File: src/rtl/count_seq_monitor.sv
// Sequence monitor for a 2-bit up-counter: checks +1/hold behaviour each edge,
// reports 3->0 wraps, a divided wrap pulse, and counts sequence-error episodes.
module count_seq_monitor #(
    parameter int WRAP_W      = 4,
    parameter int WRAP_THRESH = 10,
    parameter int ERR_W       = 8
) (
    input  logic              clk,
    input  logic              rst,
    input  logic [1:0]        cnt_in,
    input  logic              cnt_en,
    input  logic              clr,
    output logic              wrap_pulse,
    output logic [WRAP_W-1:0] wrap_cnt,
    output logic              div_pulse,
    output logic              seq_err,
    output logic [ERR_W-1:0]  err_cnt,
    output logic [1:0]        state
);

    typedef enum logic [1:0] {
        IDLE  = 2'b00,
        TRACK = 2'b01,
        ERROR = 2'b10
    } state_t;

    localparam logic [WRAP_W-1:0] THRESH_M1 = WRAP_W'(WRAP_THRESH - 1);

    state_t     cur_state;
    state_t     nxt_state;
    logic [1:0] prev;
    logic       en_q;

    logic [1:0] exp_cnt;
    logic       mismatch;
    logic       err_evt;
    logic       wrap_evt;
    logic       thresh_hit;

    // State register.
    // NOTE: sequential state uses non-blocking assignments so every flop
    // samples pre-edge values regardless of process ordering.
    always_ff @(posedge clk or posedge rst) begin
        if (rst) begin
            cur_state <= IDLE;
        end else begin
            cur_state <= nxt_state;
        end
    end

    // Next-state logic; clr overrides any same-edge mismatch.
    // NOTE: default assignment first so no path leaves nxt_state unassigned,
    // which would otherwise infer a latch.
    always_comb begin
        nxt_state = cur_state;
        if (clr) begin
            nxt_state = IDLE;
        end else begin
            case (cur_state)
                IDLE:    nxt_state = TRACK;
                TRACK:   nxt_state = mismatch ? ERROR : TRACK;
                ERROR:   nxt_state = ERROR;
                default: nxt_state = IDLE;
            endcase
        end
    end

    // Event decode: what the registered outputs should report after this edge.
    always_comb begin
        exp_cnt    = en_q ? prev + 2'd1 : prev;
        mismatch   = (cnt_in != exp_cnt);
        err_evt    = !clr && (cur_state == TRACK) && mismatch;
        wrap_evt   = !clr && (cur_state == TRACK) && !mismatch
                     && en_q && (prev == 2'd3) && (cnt_in == 2'd0);
        thresh_hit = (wrap_cnt == THRESH_M1);
    end

    // Sample history and registered outputs; err_cnt survives clr.
    always_ff @(posedge clk or posedge rst) begin
        if (rst) begin
            prev       <= 2'd0;
            en_q       <= 1'b0;
            wrap_pulse <= 1'b0;
            div_pulse  <= 1'b0;
            wrap_cnt   <= '0;
            seq_err    <= 1'b0;
            err_cnt    <= '0;
        end else begin
            prev       <= cnt_in;
            en_q       <= cnt_en;
            wrap_pulse <= wrap_evt;
            div_pulse  <= wrap_evt && thresh_hit;
            if (clr) begin
                seq_err  <= 1'b0;
                wrap_cnt <= '0;
            end else begin
                if (err_evt) begin
                    seq_err <= 1'b1;
                    if (err_cnt != {ERR_W{1'b1}}) begin
                        err_cnt <= err_cnt + ERR_W'(1);
                    end
                end
                if (wrap_evt) begin
                    wrap_cnt <= thresh_hit ? '0 : wrap_cnt + WRAP_W'(1);
                end
            end
        end
    end

    assign state = cur_state;

endmodule

File: config.mk
export PLATFORM = sky130hd
export DESIGN_NAME = count_seq_monitor
export DESIGN_NICKNAME = d
export VERILOG_FILES = /design/src/rtl/count_seq_monitor.sv
export SDC_FILE = /design/constraint.sdc
export NUM_CORES = 1
export LEC_CHECK = 0
export ABC_CLOCK_PERIOD_IN_PS = 1790
export CAP_MARGIN = 0
export CORE_ASPECT_RATIO = 0.75
export CORE_MARGIN = 8
export CORE_UTILIZATION = 40
export CTS_BUF_LIST = sky130_fd_sc_hd__clkbuf_16
export CTS_CLUSTER_DIAMETER = 200
export CTS_CLUSTER_SIZE = 28
export DETAILED_ROUTE_END_ITERATION = 7
export PLACE_DENSITY = 0.7
export SYNTH_ARGS = -nofsm -noshare
export SYNTH_HDL_FRONTEND = slang
export SYNTH_SLANG_ARGS = --single-unit
File: constraint.sdc
create_clock -name clk -period 1.79 [get_ports clk]
set_input_delay 0.2685 -clock clk [delete_from_list [all_inputs] [get_ports clk]]
set_output_delay 0.2685 -clock clk [all_outputs]
set_load 0.01 [all_outputs]
==> results of run 1 <==
-- power breakdown --
group / internal (mW) / switching (mW) / total (mW)
Sequential: 0.514 / 0.0688 / 0.582
Clock: 0.298 / 0.164 / 0.462
Combinational: 0.204 / 0.146 / 0.349
Total: 1.02 / 0.379 / 1.39
-- timing repair --
| action | in CTS | in global routing |
|---|---|---|
| endpoints found under the setup margin | 10 | 12 |
| setup buffers | 1 | 1 |
| gates resized for setup | 12 | 14 |
| pin swaps | 4 | 13 |
-- layout make-up --
cell class | count | area (um^2)
clock buffers | 3 | 75.1
clock inverters | 1 | 3.75
fillers | 169 | 769
inverters | 4 | 15.0
multi-input cells | 59 | 514
flip-flops and latches | 20 | 502
well taps | 25 | 31.3
repair buffers | 35 | 323
-- metrics by stage --
| stage | worst slack, ns | setup TNS (ns) | std cells |
|---|---|---|---|
| after global placement | -0.392 | -3.94 | 141 |
| after global routing | -0.120 | -0.951 | 147 |
| after detailed placement | -0.456 | -4.61 | 141 |
| after CTS | -0.0752 | -0.320 | 146 |
| final | -0.0730 | -0.334 | 147 |
| after floorplan | -0.145 | -0.190 | 84 |
-- cells in the mapped netlist --
cell type and n:
dfrtp_1 20, xor2_1 8, nor2_1 7, nor3_1 6, a21oi_1 4, ha_1 4
inv_1 4, nand2_1 4, nand3_1 3, mux2_2 2, nand2b_1 2, nand4_1 2
nor3b_1 2, nor4_1 2, o21ai_0 2, a211oi_1 1, a311o_2 1, a31oi_1 1
clkbuf_2 1, mux2i_1 1, nand3b_1 1, nand4b_1 1, nor2b_1 1, or3_1 1
or3b_1 1, or4_1 1, xnor2_1 1
-- how the worst min path moves through the flow --
stage,start,end,slack [ns],depth (start not counted)
CTS,rst,err_cnt[6]$_DFFE_PP0P_,0.34,3
finish,rst,err_cnt[6]$_DFFE_PP0P_,0.33,3
floorplan,rst,div_pulse$_DFF_PP0_,0.23,1
detailed placement,err_cnt[0]$_DFFE_PP0P_,err_cnt[0]$_DFFE_PP0P_,0.52,1
global placement,err_cnt[7]$_DFFE_PP0P_,err_cnt[7]$_DFFE_PP0P_,0.50,1
global route,rst,wrap_pulse$_DFF_PP0_,0.37,3
-- logic make-up after synthesis --
group           after synthesis  synth area share
mux                           3            0.0353
buf+inv                       5            0.0217
xor+xnor                      9            0.0856
fa+ha+maj                     4            0.0543
compound gates                9            0.0598
flops                        20             0.543
simple gates                 34             0.200
-- routing by layer --
| metal | vias up | routed length (um) | GRT usage |
|---|---|---|---|
| li1 | 370 | - | - |
| met1 | 360 | 934 | 0.139 |
| met2 | 22 | 992 | 0.174 |
| met3 | 5 | 160 | 0.0455 |
| met4 | 0 | 37 | 0.0531 |
| met5 | - | 0 | 0 |
-- flip-flops by register name (all words and copies together) (netlist names) --
name and flops:
prev 2, wrap_cnt 4, en_q 1, err_cnt 8, state 2, wrap_pulse 1, div_pulse 1, seq_err 1
-- tightest hold or removal path, stage by stage --
cell and delay, ns:
clkdlybuf4s50_1 0.39, inv_1 0.05, buf_4 0.26
==> results_tabular.tex, run 1 <==
\begin{tabular}{lr}
\hline
Metric & Value \\
\hline
\multicolumn{2}{l}{\textbf{Timing}} \\
Unrepaired setup endpoints after global routing & yes \\
Post-route setup slack & -0.0730 ns \\
Highest Clock Rate & 0.537 GHz \\
Pins over their slew limit & 0 \\
Number of failing setup endpoints in the final timing report & 9 \\
Min Hold Slack & 0.331 ns \\
Transition time at the pin with the least slew margin & 0.440 ns \\
Max-Slew Margin vs Limit & 0.706 \\
Final Cycle Share & 1.04 \\
Final critical-path required period & 1.86 ns \\
Hold Violations, Final & 0 \\
Max Clock Skew & 0.00689 ns \\
\multicolumn{2}{l}{\textbf{Clock network}} \\
CTS Buf Count & 3 \\
Cell chosen for the clock root & clkbuf\_16 \\
Clock transition at path regs & 0.06 ns \\
Clock tree from TritonCTS & yes \\
Clock sink total & 20 \\
H-tree Lvls & 1 \\
Clock latency on the worst-skew pair & between 0.2 and 0.3 ns \\
Post-cts hold buffer count & 0 \\
Maximum count of clock buffers along a single path & 2 \\
\multicolumn{2}{l}{\textbf{Floorplan}} \\
Floorplan die area & 0.00411 mm\^{}2 \\
Core box area & 0.00223 mm\^{}2 \\
Die extent in y & 57.6 um \\
FP Rows & 15 \\
Boundary pin count & 23 \\
Effective utilization at floorplan & 0.412 \\
Overall die width & a little over 70 um \\
\multicolumn{2}{l}{\textbf{Finish}} \\
Share of post-route cells with drive strength above 1 & 0.311 \\
Commonest non-fill, non-tap cell in the layout & clkdlybuf4s50\_1 \\
Leading cell types in the layout, fill and taps excluded & clkdlybuf4s50\_1 (20), dfrtp\_1 (19), buf\_4 (11) \\
Area growth from synthesis to final layout & 59.0\% \\
Post-layout util & 0.655 \\
Final net count & 133 \\
Count of inserted antenna diode cells & 0 \\
Final cell area excluding filler cells & 0.00146 mm\^{}2 \\
\multicolumn{2}{l}{\textbf{Yosys}} \\
Cell area after synthesis & 921 um\^{}2 \\
Portion of the post-synthesis area used by sequential elements & 0.543 \\
Number of warning messages in the yosys log & 0 \\
Number of library cell types mapped by synthesis & 27 \\
Synthesized flop and latch total & 20 \\
Top cell type's share of synthesized area & 0.543 \\
Post-synthesis average cell area & 11.0 um\^{}2 \\
Top area cells in the synthesized netlist & dfrtp\_1 (54\%), xor2\_1 (7.6\%), ha\_1 (5.4\%) \\
Number of standard cells after synthesis & 84 \\
Net Count, Synth & 94 \\
Cell taking the most area after synthesis & dfrtp\_1 \\
\multicolumn{2}{l}{\textbf{Placement}} \\
Placed cell areas & 0.00126 mm\^{}2 \\
Detailed Place HPWL & 1500 um \\
I/O Buffers & 22 \\
GPL Wtd Cong & around 0.8 \\
\multicolumn{2}{l}{\textbf{Setup path}} \\
Kind of capture point of the worst setup path & register \\
Buffers and inverters on the worst path & 0 \\
Data required time of the critical path & 1.93 ns \\
Setup slack of the worst register-to-register path & -0.07 ns \\
Reg2reg start & prev[0]\$\_DFF\_PP0\_ \\
Path length in cells of the critical path & 5 \\
Slowest CP cell & dfrtp\_2 \\
Category of the critical setup timing path & reg -> reg \\
Critical path launch point type & register \\
Worst setup path endpoint & err\_cnt[6]\$\_DFFE\_PP0P\_ \\
Arrival time reported for the critical path endpoint & 2.01 ns \\
Worst path max stage delay & 0.44 ns \\
Worst R2R End & err\_cnt[6]\$\_DFFE\_PP0P\_ \\
Number of cells on the worst reg-to-reg path & 5 \\
Series of cell instances along the critical path & ha\_4, xnor2\_1, a311o\_2, nor3\_4, mux2\_4 \\
Worst-path fanout max & 6 \\
Family with the most delay on the worst path & flip-flops \\
Critical Path Start & prev[0]\$\_DFF\_PP0\_ \\
\multicolumn{2}{l}{\textbf{Power and ir drop}} \\
Worst supply voltage drop on vdd & 0.000795 V \\
Power, Total & 1.39 mW \\
Pwr/cell area & 952 mW/mm\^{}2 \\
Leak & 0.654 nW \\
\multicolumn{2}{l}{\textbf{Routing}} \\
Total detailed-routing wirelength & 2130 um \\
Count of unresolved DRC violations after routing & 0 \\
Number of violations reported at the end of detailed-routing iteration 0 & 74 \\
Antenna-violating nets left & 0 \\
Average routed wire per standard cell & 14.5 um \\
Count of TritonRoute iterations in the first routing pass & 4 \\
Routed vias & 757 \\
Drt via density & between 5 and 6 \\
\multicolumn{2}{l}{\textbf{GRT}} \\
Maximum number of pins on one net before global-route repair & 21 \\
Overall routing resource usage & 0.115 \\
Number of global-route vias before repair & just under 800 \\
Total global routing overflow & 0 \\
Antenna violations before repair & 0 \\
Wire length of the first global-routing pass & $\sim$3700 um \\
\multicolumn{2}{l}{\textbf{Run status}} \\
Status & finished with violations \\
Violations in the final reports & setup timing \\
\multicolumn{2}{l}{\textbf{Flow run}} \\
Max Cap Violations & 0 \\
\multicolumn{2}{l}{\textbf{Worst hold path}} \\
Hold Crit Class & in -> async \\
\hline
\end{tabular}
Note: power is estimated with default switching activity, not from simulation.
==> run 2: changes to the inputs <==
--- a/config.mk
+++ b/config.mk
@@ -6,15 +6,15 @@
 export NUM_CORES = 1
 export LEC_CHECK = 0
 export ABC_CLOCK_PERIOD_IN_PS = 1790
-export CAP_MARGIN = 0
 export CORE_ASPECT_RATIO = 0.75
-export CORE_MARGIN = 8
+export CORE_MARGIN = 4
 export CORE_UTILIZATION = 40
 export CTS_BUF_LIST = sky130_fd_sc_hd__clkbuf_16
 export CTS_CLUSTER_DIAMETER = 200
 export CTS_CLUSTER_SIZE = 28
 export DETAILED_ROUTE_END_ITERATION = 7
 export PLACE_DENSITY = 0.7
+export SKIP_LAST_GASP = 1
 export SYNTH_ARGS = -nofsm -noshare
 export SYNTH_HDL_FRONTEND = slang
 export SYNTH_SLANG_ARGS = --single-unit
==> run 2 against run 1 <==
Against the previous run: the run still ends with setup timing left; cell area rose by 3.2%; clock skew fell by 0.0039 ns; flip-flop and latch count did not move; maximum frequency fell by 1.6%; hold slack improved by 0.0010 ns; sequential power rose by 0.7%; die area fell by 24%; critical path depth did not move; utilization rose by 6.4 points; cell count rose by 1.4%; register-to-register slack got worse by 0.03 ns; routed wire length rose by 6.3%.
==> results_tabular.tex, run 2 (synthesized netlist as in run 1, its figures left out) <==
\begin{tabular}{lr}
\hline
Metric & Value \\
\hline
\multicolumn{2}{l}{\textbf{Run status}} \\
Status & finished with violations \\
Violations in the final reports & setup timing \\
\multicolumn{2}{l}{\textbf{Finish}} \\
Largest registers in the final layout & err\_cnt (8), wrap\_cnt (4) \\
Final cell area excluding filler cells & around 0.0015 mm\^{}2 \\
Number of flip-flops in the largest register & 8 \\
Register bank with the most flops & err\_cnt \\
Area growth from synthesis to final layout & 64.1\% \\
Commonest non-fill, non-tap cell in the layout & clkdlybuf4s50\_1 \\
Final net count & between 100 and 150 \\
Count of inserted antenna diode cells & 0 \\
Leading cell types in the layout, fill and taps excluded & clkdlybuf4s50\_1 (20), dfrtp\_1 (19), buf\_4 (13) \\
Share of post-route cells with drive strength above 1 & 0.320 \\
\multicolumn{2}{l}{\textbf{Clock network}} \\
Cell chosen for the clock root & clkbuf\_16 \\
Clock tree from TritonCTS & yes \\
Clock sink total & 20 \\
Maximum count of clock buffers along a single path & 2 \\
Clock transition at path regs & around 0.06 ns \\
Post-cts hold buffer count & 0 \\
H-tree Lvls & 1 \\
Clock latency on the worst-skew pair & 0.26 ns \\
CTS Buf Count & 3 \\
\multicolumn{2}{l}{\textbf{Floorplan}} \\
Overall die width & 63.4 um \\
Core box area & 0.00210 mm\^{}2 \\
FP Rows & 14 \\
Die extent in y & 49.6 um \\
Boundary pin count & 23 \\
Effective utilization at floorplan & 0.438 \\
Floorplan die area & 0.00314 mm\^{}2 \\
\multicolumn{2}{l}{\textbf{GRT}} \\
Total global routing overflow & 0 \\
Antenna violations before repair & 0 \\
Wire length of the first global-routing pass & 3540 um \\
Overall routing resource usage & 0.148 \\
Maximum number of pins on one net before global-route repair & 21 \\
Number of global-route vias before repair & 773 \\
\multicolumn{2}{l}{\textbf{Setup path}} \\
Worst-path fanout max & 7 \\
Category of the critical setup timing path & reg -> reg \\
Series of cell instances along the critical path & ha\_4, xnor2\_4, a311o\_2, nor3\_4, mux2\_4 \\
Kind of capture point of the worst setup path & register \\
Buffers and inverters on the worst path & 0 \\
Family with the most delay on the worst path & flip-flops \\
Reg2reg start & prev[1]\$\_DFF\_PP0\_ \\
Number of cells on the worst reg-to-reg path & 5 \\
Data required time of the critical path & 1.93 ns \\
Worst path max stage delay & around 0.42 ns \\
Critical path launch point type & register \\
Setup slack of the worst register-to-register path & -0.10 ns \\
Worst R2R End & err\_cnt[6]\$\_DFFE\_PP0P\_ \\
Slowest CP cell & dfrtp\_1 \\
Arrival time reported for the critical path endpoint & 2.04 ns \\
\multicolumn{2}{l}{\textbf{Routing}} \\
Routed vias & slightly below 800 \\
Average routed wire per standard cell & approximately 15 um \\
Total detailed-routing wirelength & around 2300 um \\
Antenna-violating nets left & 0 \\
Number of violations reported at the end of detailed-routing iteration 0 & 10 \\
Count of TritonRoute iterations in the first routing pass & 4 \\
Drt via density & roughly 5.2 \\
Count of unresolved DRC violations after routing & 0 \\
\multicolumn{2}{l}{\textbf{Power and ir drop}} \\
Pwr/cell area & $\sim$1000 mW/mm\^{}2 \\
Worst supply voltage drop on vdd & 0.000651 V \\
Leak & 0.677 nW \\
Share of power burned in the clock network & 0.394 \\
Power, Total & around 1.6 mW \\
Switching Power & about 400 uW \\
Sequential cell fraction of total power & 0.373 \\
Internal Power & 1.17 mW \\
Sw frac & 0.256 \\
Combinational Power Share & 0.233 \\
\multicolumn{2}{l}{\textbf{Placement}} \\
Worst slack, placed & -0.420 ns \\
GPL Wtd Cong & 0.777 \\
Placed cell areas & 0.00127 mm\^{}2 \\
Detailed Place HPWL & between 1000 and 1500 um \\
I/O Buffers & 22 \\
\multicolumn{2}{l}{\textbf{Timing}} \\
Hold Violations, Final & 0 \\
Number of failing setup endpoints in the final timing report & 10 \\
Max-Slew Margin vs Limit & 0.630 \\
Max Clock Skew & 0.00297 ns \\
Highest Clock Rate & 0.528 GHz \\
Pins over their slew limit & 0 \\
Transition time at the pin with the least slew margin & 0.552 ns \\
Min Hold Slack & 0.332 ns \\
Final Cycle Share & 1.06 \\
Unrepaired setup endpoints after global routing & yes \\
Post-route setup slack & -0.104 ns \\
Final critical-path required period & 1.89 ns \\
\multicolumn{2}{l}{\textbf{Worst hold path}} \\
Hold Crit Class & in -> async \\
\multicolumn{2}{l}{\textbf{Flow run}} \\
Max Cap Violations & 0 \\
\hline
\end{tabular}
==> run 2: cell type report <==
| class | instances | area, um^2 |
|---|---|---|
| fillers | 147 | 591 |
| multi-input cells | 59 | 510 |
| flip-flops and latches | 20 | 502 |
| repair buffers | 38 | 349 |
| clock buffers | 3 | 75.1 |
| clock inverters | 1 | 30.0 |
| well taps | 24 | 30.0 |
| inverters | 4 | 15.0 |
==> run 2: worst max-delay path by stage <==
stage | start | endpoint | slack [ns] | cells past startpoint
2_1_floorplan | state[1]$_DFF_PP0_ | wrap_cnt[3]$_DFFE_PP0P_ | -0.14 | 5
3_3_place_gp | clr | wrap_cnt[3]$_DFFE_PP0P_ | -0.36 | 5
3_5_place_dp | clr | wrap_cnt[3]$_DFFE_PP0P_ | -0.42 | 5
4_1_cts | prev[1]$_DFF_PP0_ | err_cnt[6]$_DFFE_PP0P_ | -0.07 | 5
5_1_grt | prev[1]$_DFF_PP0_ | err_cnt[6]$_DFFE_PP0P_ | -0.17 | 5
6_report | prev[1]$_DFF_PP0_ | err_cnt[6]$_DFFE_PP0P_ | -0.10 | 5
==> run 2: power groups by stage <==
stage	Sequential (mW)	Clock, mW	Combinational, mW
after floorplan	0.608	0	0.102
after global placement	0.586	0	0.310
after detailed placement	0.590	0	0.320
after CTS	0.584	0.628	0.337
after global routing	0.597	0.652	0.397
final	0.586	0.620	0.367
==> run 2: routing by layer <==
layer,GRT usage,share of wire
met3,0.0659,0.052
met5,0,0
met1,0.162,0.43
met4,0.0466,0.012
met2,0.256,0.50
==> run 2: repair_timing <==
item                       4_1_cts  5_1_grt
setup endpoints to repair       12       13
setup buffers                    1        2
resized for setup               15       11
pin swaps                        7        5
==> run 2: worst min-delay path, cell delays in order <==
cell and delay (ns):
clkdlybuf4s50_1 0.39, inv_1 0.05, buf_4 0.26
==> run 2: metrics by stage <==
stage           util  setup TNS (ns)  cells
2_1_floorplan      -          -0.190     84
3_3_place_gp   0.605           -3.77    142
3_5_place_dp   0.605           -4.28    142
4_1_cts        0.686          -0.321    147
5_1_grt        0.719           -1.44    149
6_report       0.719          -0.593    149
==> run 3: changes to the inputs <==
--- a/config.mk
+++ b/config.mk
@@ -5,15 +5,15 @@
 export SDC_FILE = /design/constraint.sdc
 export NUM_CORES = 1
 export LEC_CHECK = 0
+export ABC_AREA = 1
 export ABC_CLOCK_PERIOD_IN_PS = 1790
 export CORE_ASPECT_RATIO = 0.75
 export CORE_MARGIN = 4
 export CORE_UTILIZATION = 40
 export CTS_BUF_LIST = sky130_fd_sc_hd__clkbuf_16
-export CTS_CLUSTER_DIAMETER = 200
 export CTS_CLUSTER_SIZE = 28
 export DETAILED_ROUTE_END_ITERATION = 7
-export PLACE_DENSITY = 0.7
+export PLACE_DENSITY = 0.67
 export SKIP_LAST_GASP = 1
 export SYNTH_ARGS = -nofsm -noshare
 export SYNTH_HDL_FRONTEND = slang
==> run 3 against run 2 <==
Against the previous run: utilization down 15 points; the run now ends clean; via count grew 27%; largest power group is now registers; sequential share of layout area is 0.16 points lower; power fell by 11%; sequential power is 4.1% higher; die area rose by 22%; first-iteration DRC count rose to 6.5 times the previous value; synthesized area is 26% higher; cell area grew 0.25%; clock skew increased by 0.0029 ns.
==> results_tabular.tex, run 3 <==
\begin{tabular}{lr}
\hline
Metric & Value \\
\hline
\multicolumn{2}{l}{\textbf{Timing}} \\
Pins over their slew limit & 0 \\
Number of failing setup endpoints in the final timing report & 0 \\
Final critical-path required period & 1.61 ns \\
Unrepaired setup endpoints after global routing & no \\
Hold Violations, Final & 0 \\
Max-Slew Margin vs Limit & 0.809 \\
Final Cycle Share & 0.897 \\
Max Clock Skew & between 0.005 and 0.006 ns \\
Transition time at the pin with the least slew margin & 0.286 ns \\
Setup TNS & 0 ns \\
Highest Clock Rate & 0.623 GHz \\
\multicolumn{2}{l}{\textbf{Placement}} \\
GPL Wtd Cong & 0.762 \\
I/O Buffers & 22 \\
Detailed Place HPWL & between 1500 and 2000 um \\
Placed Cells incl. Taps & 200 \\
\multicolumn{2}{l}{\textbf{GRT}} \\
Wire length of the first global-routing pass & 4220 um \\
Number of global-route vias before repair & about 940 \\
Maximum number of pins on one net before global-route repair & 21 \\
Overall routing resource usage & 0.142 \\
Total global routing overflow & 0 \\
Antenna violations before repair & 0 \\
\multicolumn{2}{l}{\textbf{Setup path}} \\
Slowest CP cell & clkdlybuf4s50\_1 \\
Path length in cells of the critical path & 1 \\
Kind of capture point of the worst setup path & primary output \\
Family with the most delay on the worst path & buffers and inverters \\
Worst R2R End & wrap\_cnt[2]\$\_DFFE\_PP0P\_ \\
Worst-path fanout max & 8 \\
Buffers and inverters on the worst path & 1 \\
Worst path max stage delay & around 0.59 ns \\
Setup slack of the worst register-to-register path & 0.25 ns \\
Reg2reg start & prev[0]\$\_DFF\_PP0\_ \\
Arrival time reported for the critical path endpoint & 1.34 ns \\
Number of cells on the worst reg-to-reg path & 7 \\
Series of cell instances along the critical path & clkdlybuf4s50\_1 \\
Data required time of the critical path & $\sim$1.5 ns \\
Category of the critical setup timing path & reg -> out \\
Critical path launch point type & register \\
\multicolumn{2}{l}{\textbf{Power and ir drop}} \\
Pwr/cell area & 929 mW/mm\^{}2 \\
Share of power burned in the clock network & 0.319 \\
Internal Power & 981 uW \\
Worst supply voltage drop on vdd & 0.000592 V \\
Switching Power & 427 uW \\
Sequential cell fraction of total power & 0.434 \\
Leak & 0.770 nW \\
Sw frac & 0.303 \\
Combinational Power Share & 0.247 \\
\multicolumn{2}{l}{\textbf{Routing}} \\
Drt via density & 4.84 \\
Number of violations reported at the end of detailed-routing iteration 0 & 65 \\
Count of TritonRoute iterations in the first routing pass & 4 \\
Total detailed-routing wirelength & 2450 um \\
Routed vias & 988 \\
Average routed wire per standard cell & 12.0 um \\
Count of unresolved DRC violations after routing & 0 \\
Antenna-violating nets left & 0 \\
\multicolumn{2}{l}{\textbf{Finish}} \\
Share of post-route cells with drive strength above 1 & 0.125 \\
Register bank with the most flops & err\_cnt \\
Fill count & about 250 \\
Area growth from synthesis to final layout & 30.5\% \\
Commonest non-fill, non-tap cell in the layout & nand2\_1 \\
Count of inserted antenna diode cells & 0 \\
Largest registers in the final layout & err\_cnt (8), wrap\_cnt (4) \\
Final cell count without fillers & 204 \\
Final net count & approximately 180 \\
Leading cell types in the layout, fill and taps excluded & nand2\_1 (47), clkdlybuf4s50\_1 (22), dfrtp\_1 (20) \\
Number of flip-flops in the largest register & 8 \\
\multicolumn{2}{l}{\textbf{Yosys}} \\
Number of library cell types mapped by synthesis & 23 \\
Number of warning messages in the yosys log & 0 \\
Multiplexer share of the synthesized area & 0 \\
Portion of the post-synthesis area used by sequential elements & 0.431 \\
Main combinational cell family by area after synthesis & simple AND/OR/NAND/NOR gates \\
Post-synthesis average cell area & 8.23 um\^{}2 \\
Number of enable-type register cells in the synthesized netlist & 0 \\
Post-synthesis share of cell area spent on xor and xnor gates & 0.0377 \\
Leading register cell type out of synthesis & dfrtp\_1 \\
Most repeated cell in the gate-level netlist after synthesis & nand2\_1 \\
Synthesized flop and latch total & 20 \\
Synth Area in Simple Gates & 0.416 \\
Cell area after synthesis & roughly 0.0012 mm\^{}2 \\
Net Count, Synth & around 150 \\
Number of standard cells after synthesis & approximately 140 \\
Top area cells in the synthesized netlist & dfrtp\_1 (43\%), nand2\_1 (15\%), nand4\_1 (6.5\%) \\
Most frequent cells after synthesis & nand2\_1 (47), dfrtp\_1 (20), inv\_1 (14) \\
Share of synthesized cell area in full adder, half adder and majority cells & 0.0431 \\
Cell taking the most area after synthesis & dfrtp\_1 \\
Proportion of register bits with asynchronous set or reset after synthesis & 1.00 \\
Synth Area in Compound Gates & 0.0129 \\
Top cell type's share of synthesized area & 0.431 \\
\multicolumn{2}{l}{\textbf{Floorplan}} \\
Core box area & 0.00268 mm\^{}2 \\
Floorplan die area & 0.00384 mm\^{}2 \\
Die extent in y & 54.7 um \\
Overall die width & 70.2 um \\
Boundary pin count & 23 \\
Effective utilization at floorplan & 0.433 \\
FP Rows & 16 \\
\multicolumn{2}{l}{\textbf{Clock network}} \\
Count of instances resized after the clock tree is built & 0 \\
Count of buffers added by post-CTS timing repair for setup & 0 \\
Clock sink total & 20 \\
H-tree Lvls & 1 \\
Clock transition at path regs & 0.06 ns \\
Cell chosen for the clock root & clkbuf\_16 \\
Post-cts hold buffer count & 0 \\
Clock tree from TritonCTS & yes \\
Clock latency on the worst-skew pair & between 0.2 and 0.3 ns \\
CTS Buf Count & 3 \\
Maximum count of clock buffers along a single path & 2 \\
\multicolumn{2}{l}{\textbf{Worst hold path}} \\
Hold Crit Class & in -> async \\
\multicolumn{2}{l}{\textbf{Run status}} \\
Status & completed \\
\multicolumn{2}{l}{\textbf{Flow run}} \\
Max Cap Violations & 0 \\
\hline
\end{tabular}
-- run 3: layer usage --
metal	GRT usage	part of all wire	vias to the layer above
met5	0	0	-
met4	0.0510	0.018	0
met3	0.0385	0.030	4
met2	0.232	0.45	19
met1	0.183	0.50	450
li1	-	-	515
-- run 3: cell families (layout without fill, tap and decap cells) --
family,after synthesis,in the layout
adder cells (fa/ha/maj),4,4
AO/OA/AOI/OAI,3,3
AND/OR/NAND/NOR,91,91
buffers and inverters,18,45
flip-flops,20,20
XOR/XNOR,5,5
-- run 3: final cells by class --
type | instances | area [um^2] | area share
flip-flops and latches | 20 | 500 | 0.330
clock inverters | 1 | 3.75 | 0.00248
repair buffers | 24 | 235 | 0.155
multi-input cells | 103 | 592 | 0.391
clock buffers | 3 | 75.1 | 0.0495
inverters | 17 | 63.8 | 0.0421
well taps | 36 | 45.0 | 0.0297
-- run 3: how the worst max path moves through the flow --
stage                      startpoint                endpoint  slack (ns)
2_1_floorplan       prev[0]$_DFF_PP0_  err_cnt[7]$_DFFE_PP0P_        0.41
3_3_place_gp                cnt_in[0]  err_cnt[7]$_DFFE_PP0P_        0.14
3_5_place_dp                cnt_in[0]  err_cnt[7]$_DFFE_PP0P_        0.07
4_1_cts        err_cnt[2]$_DFFE_PP0P_              err_cnt[2]        0.16
5_1_grt        err_cnt[2]$_DFFE_PP0P_              err_cnt[2]        0.10
6_report       err_cnt[2]$_DFFE_PP0P_              err_cnt[2]        0.18
-- run 3: power by group through the flow --
stage | clock, mW | combinational (mW) | sequential (mW)
final | 0.450 | 0.348 | 0.610
after global routing | 0.492 | 0.387 | 0.628
after CTS | 0.460 | 0.354 | 0.611
after detailed placement | 0 | 0.351 | 0.620
after global placement | 0 | 0.344 | 0.618
after floorplan | 0 | 0.194 | 0.604
-- run 3: per-stage QoR --
step | utilization | instance area [um^2] | hold WS (ns) | setup slack (ns) | total power, mW
floorplan | - | 1160 | 0.232 | 0.415 | 0.798
global placement | 0.535 | 1440 | 0.471 | 0.135 | 0.961
detailed placement | 0.535 | 1440 | 0.477 | 0.0668 | 0.971
CTS | 0.565 | 1520 | 0.364 | 0.164 | 1.42
global route | 0.565 | 1520 | 0.392 | 0.104 | 1.51
finish | 0.565 | 1520 | 0.353 | 0.184 | 1.41
